File: src/rtl/inst_fetch_unit_if.sv
// inst_fetch_unit_if: instruction-memory read bus used by the fetch unit.
// The master (fetch unit) offers req/addr. The slave (memory) answers with gnt
// in the same cycle and later returns dv/data, one response per accepted
// request, in issue order.
interface inst_fetch_unit_if #(
  parameter int XLEN = 32
);
  logic            req;
  logic [XLEN-1:0] addr;
  logic            gnt;
  logic            dv;
  logic [XLEN-1:0] data;

  modport master (
    output req,
    output addr,
    input  gnt,
    input  dv,
    input  data
  );

  modport slave (
    input  req,
    input  addr,
    output gnt,
    output dv,
    output data
  );
endinterface

File: src/rtl/inst_fetch_unit.sv
// inst_fetch_unit: instruction fetch stage feeding the decoder.
// - Generates the sequential PC stream and issues word reads over mem (req/gnt, dv).
// - Keeps the PC of every request in an in-order tag queue. Each returned word is
//   paired with its PC and buffered in a small FIFO.
// - Presents the FIFO head as inst/cur_pc/inst_dv.
// - flush_pipe redirects to br_addr. Buffered words are dropped, and responses
//   still in flight at that moment are counted and discarded on arrival.
// Optional build macro FETCH_PERF_CNT_EN adds the fetch_cnt/drop_cnt event
// counter outputs.
//
// Handshake semantics:
//   mem.req/mem.addr is an offer. A read is issued on a cycle with req && gnt.
//   An ungranted offer stays unchanged on the next cycle, unless flush_pipe
//   withdraws it. mem.dv has no backpressure: each issued read returns exactly
//   one dv, in issue order. Toward the decoder, an instruction is consumed on a
//   cycle with inst_dv && !stall.
module inst_fetch_unit #(
  parameter int              XLEN       = 32,
  parameter logic [XLEN-1:0] RESET_PC   = '0,
  parameter int              FIFO_DEPTH = 4,
  parameter int              MAX_OUTSTD = 2
) (
  input  logic                clk,
  input  logic                rst,
  input  logic                flush_pipe,
  input  logic [XLEN-1:0]     br_addr,
  input  logic                stall,
  inst_fetch_unit_if.master   mem,
  output logic [XLEN-1:0]     inst,
  output logic [XLEN-1:0]     cur_pc,
  output logic                inst_dv,
  output logic [1:0]          dbg_state
`ifdef FETCH_PERF_CNT_EN
  ,
  output logic [31:0]         fetch_cnt,
  output logic [31:0]         drop_cnt
`endif
);

  typedef enum logic [1:0] {
    S_BOOT  = 2'd0,
    S_FETCH = 2'd1,
    S_FULL  = 2'd2
  } state_t;

  localparam int FAW = (FIFO_DEPTH > 1) ? $clog2(FIFO_DEPTH) : 1;
  localparam int FCW = $clog2(FIFO_DEPTH + 1);
  localparam int OW  = $clog2(MAX_OUTSTD + 1);
  localparam int TW  = (MAX_OUTSTD > 1) ? $clog2(MAX_OUTSTD) : 1;
  localparam logic [XLEN-1:0] ALIGN_MASK = ~XLEN'(3);

  state_t          state_q, state_d;
  logic [XLEN-1:0] pc_q;
  logic [OW-1:0]   outstd_q;
  logic [OW-1:0]   outstd_nxt;
  logic [OW-1:0]   discard_q;

  logic [XLEN-1:0] fifo_inst [FIFO_DEPTH];
  logic [XLEN-1:0] fifo_pc   [FIFO_DEPTH];
  logic [FAW-1:0]  wr_ptr, rd_ptr;
  logic [FCW-1:0]  count_q, count_nxt;

  logic [XLEN-1:0] tag_pc [MAX_OUTSTD];
  logic [TW-1:0]   tag_wr, tag_rd;

  logic issue;
  logic resp;
  logic discard;
  logic push;
  logic pop;
  logic at_limit;

  // The tag queue depth need not be a power of two, so wrap explicitly.
  function automatic logic [TW-1:0] tag_next(input logic [TW-1:0] p);
    if (int'(p) == MAX_OUTSTD - 1) return '0;
    return p + TW'(1);
  endfunction

  // Request offer: only while fetching. A flush withdraws it for that cycle.
  assign mem.req  = (state_q == S_FETCH) && !flush_pipe;
  assign mem.addr = pc_q;

  // Memory events. A dv with nothing outstanding is ignored.
  // During a flush, every response is stale.
  assign issue   = mem.req && mem.gnt;
  assign resp    = mem.dv && (outstd_q != '0);
  assign discard = resp && (flush_pipe || (discard_q != '0));
  assign push    = resp && !discard;

  // Decoder side: show the FIFO head unless this cycle is being flushed.
  assign inst_dv   = (count_q != '0) && !flush_pipe;
  assign pop       = inst_dv && !stall;
  assign inst      = fifo_inst[rd_ptr];
  assign cur_pc    = fifo_pc[rd_ptr];
  assign dbg_state = state_q;

  // Next-cycle occupancy. This drives the credit decision, so an S_FETCH
  // state always has room for one more request.
  always_comb begin
    outstd_nxt = outstd_q + OW'(issue) - OW'(resp);
    count_nxt  = count_q;
    if (flush_pipe) count_nxt = '0;
    else            count_nxt = count_q + FCW'(push) - FCW'(pop);
    at_limit   = (int'(outstd_nxt) + int'(count_nxt) >= FIFO_DEPTH) ||
                 (int'(outstd_nxt) >= MAX_OUTSTD);
  end

  // FSM state register.
  always_ff @(posedge clk or posedge rst) begin
    if (rst) state_q <= S_BOOT;
    else     state_q <= state_d;
  end

  // FSM next state. A flush restarts fetching, but it still respects credit:
  // when the dropped reads already use every slot, wait in S_FULL until they
  // drain.
  always_comb begin
    state_d = state_q;
    case (state_q)
      S_BOOT:  state_d = S_FETCH;
      S_FETCH: if (at_limit)  state_d = S_FULL;
      S_FULL:  if (!at_limit) state_d = S_FETCH;
      default: state_d = S_BOOT;
    endcase
    if (flush_pipe) state_d = at_limit ? S_FULL : S_FETCH;
  end

  // PC, outstanding-read count and pending-discard count.
  always_ff @(posedge clk or posedge rst) begin
    if (rst) begin
      pc_q      <= RESET_PC;
      outstd_q  <= '0;
      discard_q <= '0;
    end else begin
      outstd_q <= outstd_nxt;
      if (flush_pipe) begin
        pc_q      <= br_addr & ALIGN_MASK;
        discard_q <= outstd_nxt;
      end else begin
        if (issue) pc_q <= pc_q + XLEN'(4);
        if (resp && (discard_q != '0)) discard_q <= discard_q - OW'(1);
      end
    end
  end

  // Tag queue pointers. A flush empties the queue, because all in-flight
  // entries become stale.
  always_ff @(posedge clk or posedge rst) begin
    if (rst) begin
      tag_wr <= '0;
      tag_rd <= '0;
    end else if (flush_pipe) begin
      tag_wr <= '0;
      tag_rd <= '0;
    end else begin
      if (issue) tag_wr <= tag_next(tag_wr);
      if (push)  tag_rd <= tag_next(tag_rd);
    end
  end

  // Tag queue storage: the PC of each issued request.
  always_ff @(posedge clk) begin
    if (issue) tag_pc[tag_wr] <= pc_q;
  end

  // Instruction/PC FIFO. Storage is cleared on reset, so the head reads zero.
  always_ff @(posedge clk or posedge rst) begin
    if (rst) begin
      wr_ptr  <= '0;
      rd_ptr  <= '0;
      count_q <= '0;
      for (int i = 0; i < FIFO_DEPTH; i++) begin
        fifo_inst[i] <= '0;
        fifo_pc[i]   <= '0;
      end
    end else begin
      count_q <= count_nxt;
      if (flush_pipe) begin
        wr_ptr <= '0;
        rd_ptr <= '0;
      end else begin
        if (push) begin
          fifo_inst[wr_ptr] <= mem.data;
          fifo_pc[wr_ptr]   <= tag_pc[tag_rd];
          wr_ptr            <= wr_ptr + FAW'(1);
        end
        if (pop) rd_ptr <= rd_ptr + FAW'(1);
      end
    end
  end

`ifdef FETCH_PERF_CNT_EN
  // Event counters: words accepted into the FIFO and responses thrown away.
  always_ff @(posedge clk or posedge rst) begin
    if (rst) begin
      fetch_cnt <= '0;
      drop_cnt  <= '0;
    end else begin
      if (push)    fetch_cnt <= fetch_cnt + 32'd1;
      if (discard) drop_cnt  <= drop_cnt + 32'd1;
    end
  end
`endif

  // The memory must never return data when no read is outstanding.
  dv_needs_outstanding: assert property (
    @(posedge clk) disable iff (rst) !(mem.dv && (outstd_q == '0)));

endmodule
File: src/flat_wrapper.sv
// flat-port wrapper written by rule: the top's interface ports become plain ports
module inst_fetch_unit_flat 
#(
  parameter int              XLEN       = 32,
  parameter logic [XLEN-1:0] RESET_PC   = '0,
  parameter int              FIFO_DEPTH = 4,
  parameter int              MAX_OUTSTD = 2
)
  (clk, rst, flush_pipe, br_addr, stall, inst, cur_pc, inst_dv, dbg_state, mem_req, mem_addr, mem_gnt, mem_dv, mem_data);
  inst_fetch_unit_if #(.XLEN(XLEN)) mem_i ();
  input  logic clk;
  input  logic rst;
  input  logic flush_pipe;
  input  logic [XLEN-1:0] br_addr;
  input  logic stall;
  output logic [XLEN-1:0] inst;
  output logic [XLEN-1:0] cur_pc;
  output logic inst_dv;
  output logic [1:0] dbg_state;
  output wire logic [$bits(mem_i.req)-1:0] mem_req;
  output wire logic [$bits(mem_i.addr)-1:0] mem_addr;
  input wire logic [$bits(mem_i.gnt)-1:0] mem_gnt;
  input wire logic [$bits(mem_i.dv)-1:0] mem_dv;
  input wire logic [$bits(mem_i.data)-1:0] mem_data;
  assign mem_req = mem_i.req;
  assign mem_addr = mem_i.addr;
  assign mem_i.gnt = mem_gnt;
  assign mem_i.dv = mem_dv;
  assign mem_i.data = mem_data;
  inst_fetch_unit #(.XLEN(XLEN), .RESET_PC(RESET_PC), .FIFO_DEPTH(FIFO_DEPTH), .MAX_OUTSTD(MAX_OUTSTD)) u_core (.clk(clk), .rst(rst), .flush_pipe(flush_pipe), .br_addr(br_addr), .stall(stall), .mem(mem_i), .inst(inst), .cur_pc(cur_pc), .inst_dv(inst_dv), .dbg_state(dbg_state));
endmodule
File: config.mk
export PLATFORM = sky130hd
export DESIGN_NAME = inst_fetch_unit_flat
export DESIGN_NICKNAME = d
export VERILOG_FILES = /design/src/rtl/inst_fetch_unit_if.sv /design/src/rtl/inst_fetch_unit.sv /design/src/flat_wrapper.sv
export SDC_FILE = /design/constraint.sdc
export NUM_CORES = 1
export LEC_CHECK = 0
export CAP_MARGIN = 20
export CORE_MARGIN = 2
export CORE_UTILIZATION = 55
export CTS_BUF_LIST = sky130_fd_sc_hd__clkbuf_8
export CTS_CLUSTER_SIZE = 25
export DETAILED_ROUTE_END_ITERATION = 6
export GPL_ROUTABILITY_DRIVEN = 0
export GPL_TIMING_DRIVEN = 0
export MAX_ROUTING_LAYER = met4
export PLACE_DENSITY = 0.78
export SLEW_MARGIN = 25
export SYNTH_ARGS = -nofsm -noshare
export SYNTH_HDL_FRONTEND = slang
export SYNTH_SLANG_ARGS = --single-unit
File: constraint.sdc
create_clock -name clk -period 12.65 [get_ports clk]
set_input_delay 1.265 -clock clk [delete_from_list [all_inputs] [get_ports clk]]
set_output_delay 1.265 -clock clk [all_outputs]
set_load 0.1 [all_outputs]
==> impl_metrics.yaml <==
layout:
  drive_gt1_share_pct: 36.6
  areaGrowthSynthToFinish_pct: 22.0
  seq_area_mm2: 0.00913
  n_antenna_cell: 0
  post-route-util_pct: 68.1
  nets: 1313
  layout_commonest_cell: "dfrtp_1"
  multi_input_area_mm2: 0.00606
  layout_common_cells: "293 x dfrtp_1, 279 x mux2_2, 162 x clkdlybuf4s50_1, 72 x clkbuf_8, 62 x mux4_2"
  nFillCells: 1981
cts:
  worstSkewPairLatency_ns: 0.60
  cts_tree: "done"
  clkSlewWorstSetupHoldPaths_ns: 0.06
  cts_root_buf: "clkbuf_8"
  cts_hold_buf: 0
  post_cts_buffers: 0
  numCtsBuffers: 56
  clockBufferDepth: 3
  h-tree-depth: 2
  ctsResizeCount: 0
  numClockSinks: 353
grt:
  antenna_found_initial: 0
  first_global_vias: 9772
  track_usage_pct: 23.7
  grt_overflow: 0
  grt_pass1_wl_um: 52600
  grt_max_degree: 93
routing:
  drtPass1Iterations: 4
  via_per_inst: 5.73
  wl_met2_um: 15500
  drtIter0Drc: 536
  vias: 9486
  drtAntennaViolNets: 0
  wire_per_inst_um: 19.8
  route.top_layer_used: "met4"
  route.detailed.drc: 0
  route.met3.wl_um: 1980
  drt-total-wl_um: 32800
  wl_met1_um: 14600
power:
  power-per-cell-area_mw_per_mm2: 256
  sw_frac_of_total_pct: 44.7
  p_leak_nw: 8.21
  power_switching_mw: 2.16
  clkPwrFrac_pct: 20.1
  combPwrFrac_pct: 48.0
  ir_drop_uv: 200
  power_mw: 4.84
  p_int_mw: 2.68
  p_seq_share_pct: 32.0
min_path:
  min_from: "u_core.fifo_inst[40]"
  hp-class: "reg -> reg"
  hold_depth: 1
critical_path:
  critPathKind: "reg -> out"
  worstSetupStartpointType: "flip-flop"
  reg2reg_depth: 11
  crit_arrival_ns: 4.03
  crit-reg2reg-launch: "u_core.count_q[1]"
  crit_start: "u_core.rd_ptr[1]"
  cp_data_required_time_ns: 11.39
  critPathCaptureType: "output port"
  critical_path.max_fanout: 10
sta:
  setup_ws_ns: 7.36
  relSlewSlack_pct: 29.7
  hold_viol_final: 0
  min_period_ns: 5.29
  fmax_mhz: 189
  post-route-period-util_pct: 41.8
  tightest_slew_ns: 1.05
  tns_ns: 0
  final_max_slew_viol_count: 0
  rsz0062_at_grt: "no"
  setup_viol: 0
  fin_skew_ns: 0.0317
die:
  row_count: 61
  io_pins: 170
  die_x_um: 172
  die_h_um: 172
  start_util_pct: 55.9
  coreArea_mm2: 0.0278
  dieArea_mm2: 0.0296
synthesis:
  synth.distinct_cells: 52
  synth_top_family_by_area: "multiplexers"
  synth-compound-area-share_pct: 2.45
  seq_area_frac_synth_pct: 58.9
  synth_cells: 1003
  synthArstFlopShare_pct: 83.0
  synth-edff-count: 60
  muxShareOfSynthArea_pct: 29.4
  synthAdderAreaFrac_pct: 1.02
  syn_avg_cell_area_um2: 15.5
  ys_ff_latch: 353
  yosys_warnings: 0
  synth_xor_area_share_pct: 1.10
  syn-cell-area_mm2: 0.0155
  synthFlopType: "dfrtp_1"
  synth-simple-area-share_pct: 4.93
status:
  outcome: "completed"
placement:
  pre_cts_ws_ns: 7.88
  dp_hpwl_um: 21800
  port_buffers: 162
run:
  drv_cap: 0
-- metal layers --
metal / GRT usage, % / vias to the layer above
li1: - / 4230
met5: - / -
met4: 6.80 / 0
met1: 32.3 / 4866
met3: 4.46 / 63
met2: 36.9 / 327
-- power by group through the flow --
stage / registers [mW] / clock network [mW] / logic [mW]
finish: 1.55 / 0.971 / 2.32
global route: 1.58 / 1.05 / 2.42
CTS: 1.55 / 0.993 / 2.34
detailed placement: 1.57 / 0 / 2.34
global placement: 1.55 / 0 / 2.30
floorplan: 1.62 / 0 / 1.76
-- metrics by stage --
stage          hold slack, ns  area (um2)  std cells
6_report                0.499       18900       1656
5_1_grt                 0.508       18900       1656
4_1_cts                 0.502       18900       1656
3_5_place_dp            0.487       17800       1551
3_3_place_gp            0.481       17600       1546
2_1_floorplan           0.474       15500       1006
-- worst max-delay path, cell delays in order, from the launching register on --
cell,delay [ns]
dfrtp_1,0.31
buf_2,0.32
clkbuf_1,0.66
clkbuf_1,0.63
mux4_2,0.37
clkdlybuf4s50_1,1.15
-- cell families after synthesis --
logic type | after synthesis
other | 1
buffers and inverters | 78
xor gates and xnor gates | 16
muxes | 343
and+or+nand+nor | 143
DFF | 353
AOI/OAI and AO/OA | 57
adders and majority gates | 12
-- final timing paths --
kind,end,slack (ns)
worst max-delay path,cur_pc[9],7.36
worst min-delay path,u_core.fifo_inst[40],0.50
worst max register to register,u_core.dbg_state[0],9.58
worst min register to register,u_core.fifo_inst[40],0.50
max in group asynchronous,u_core.fifo_pc[74],10.03
min in group asynchronous,u_core.fifo_inst[74],1.07
-- cell type report --
type | instances | area share, %
buffer | 61 | 1.51
sequential | 353 | 48.2
clock buffer | 72 | 5.23
tap | 378 | 2.50
timing repair buffer | 167 | 9.25
multi-input combinational | 575 | 32.0
clock inverter | 33 | 0.905
inverter | 17 | 0.377
-- synthesized netlist by cell type (all sizes together), types with 2 or more instances --
master | instances | area, um2
mux2 | 279 | 3140
nor2b | 5 | 31.3
a21oi | 4 | 20.0
xor2 | 3 | 26.3
nor3 | 10 | 50.1
nor3b | 2 | 15.0
ha | 11 | 138
nand2 | 37 | 139
dfrtp | 293 | 7330
clkbuf | 21 | 78.8
nand4 | 14 | 87.6
a31oi | 13 | 81.3
edfxtp | 60 | 1800
inv | 17 | 63.8
o41ai | 2 | 17.5
xor3 | 2 | 47.6
o211ai | 3 | 22.5
nand3 | 11 | 60.1
and2 | 3 | 18.8
a311o | 2 | 20.0
xnor2 | 11 | 96.3
or4 | 11 | 86.3
mux2i | 2 | 20.0
mux4 | 62 | 1400
o21ai | 16 | 80.1
or3 | 9 | 56.3
o31ai | 7 | 52.6
a221o | 2 | 20.0
o311ai | 3 | 26.3
nor2 | 28 | 105
buf | 40 | 206
nand3b | 2 | 15.0
nor4 | 3 | 18.8
and3 | 3 | 18.8
-- sequential cells by signal, summed over array words and instances, names as in the netlist --
name	count
u_core.wr_ptr	2
u_core.discard_q	2
u_core.outstd_q	2
u_core.tag_pc	60
u_core.count_q	3
u_core.fifo_inst	128
u_core.tag_wr	1
u_core.dbg_state	2
u_core.tag_rd	1
u_core.fifo_pc	120
u_core.rd_ptr	2
u_core.mem.addr	30
(Power assumes the default switching activity.)
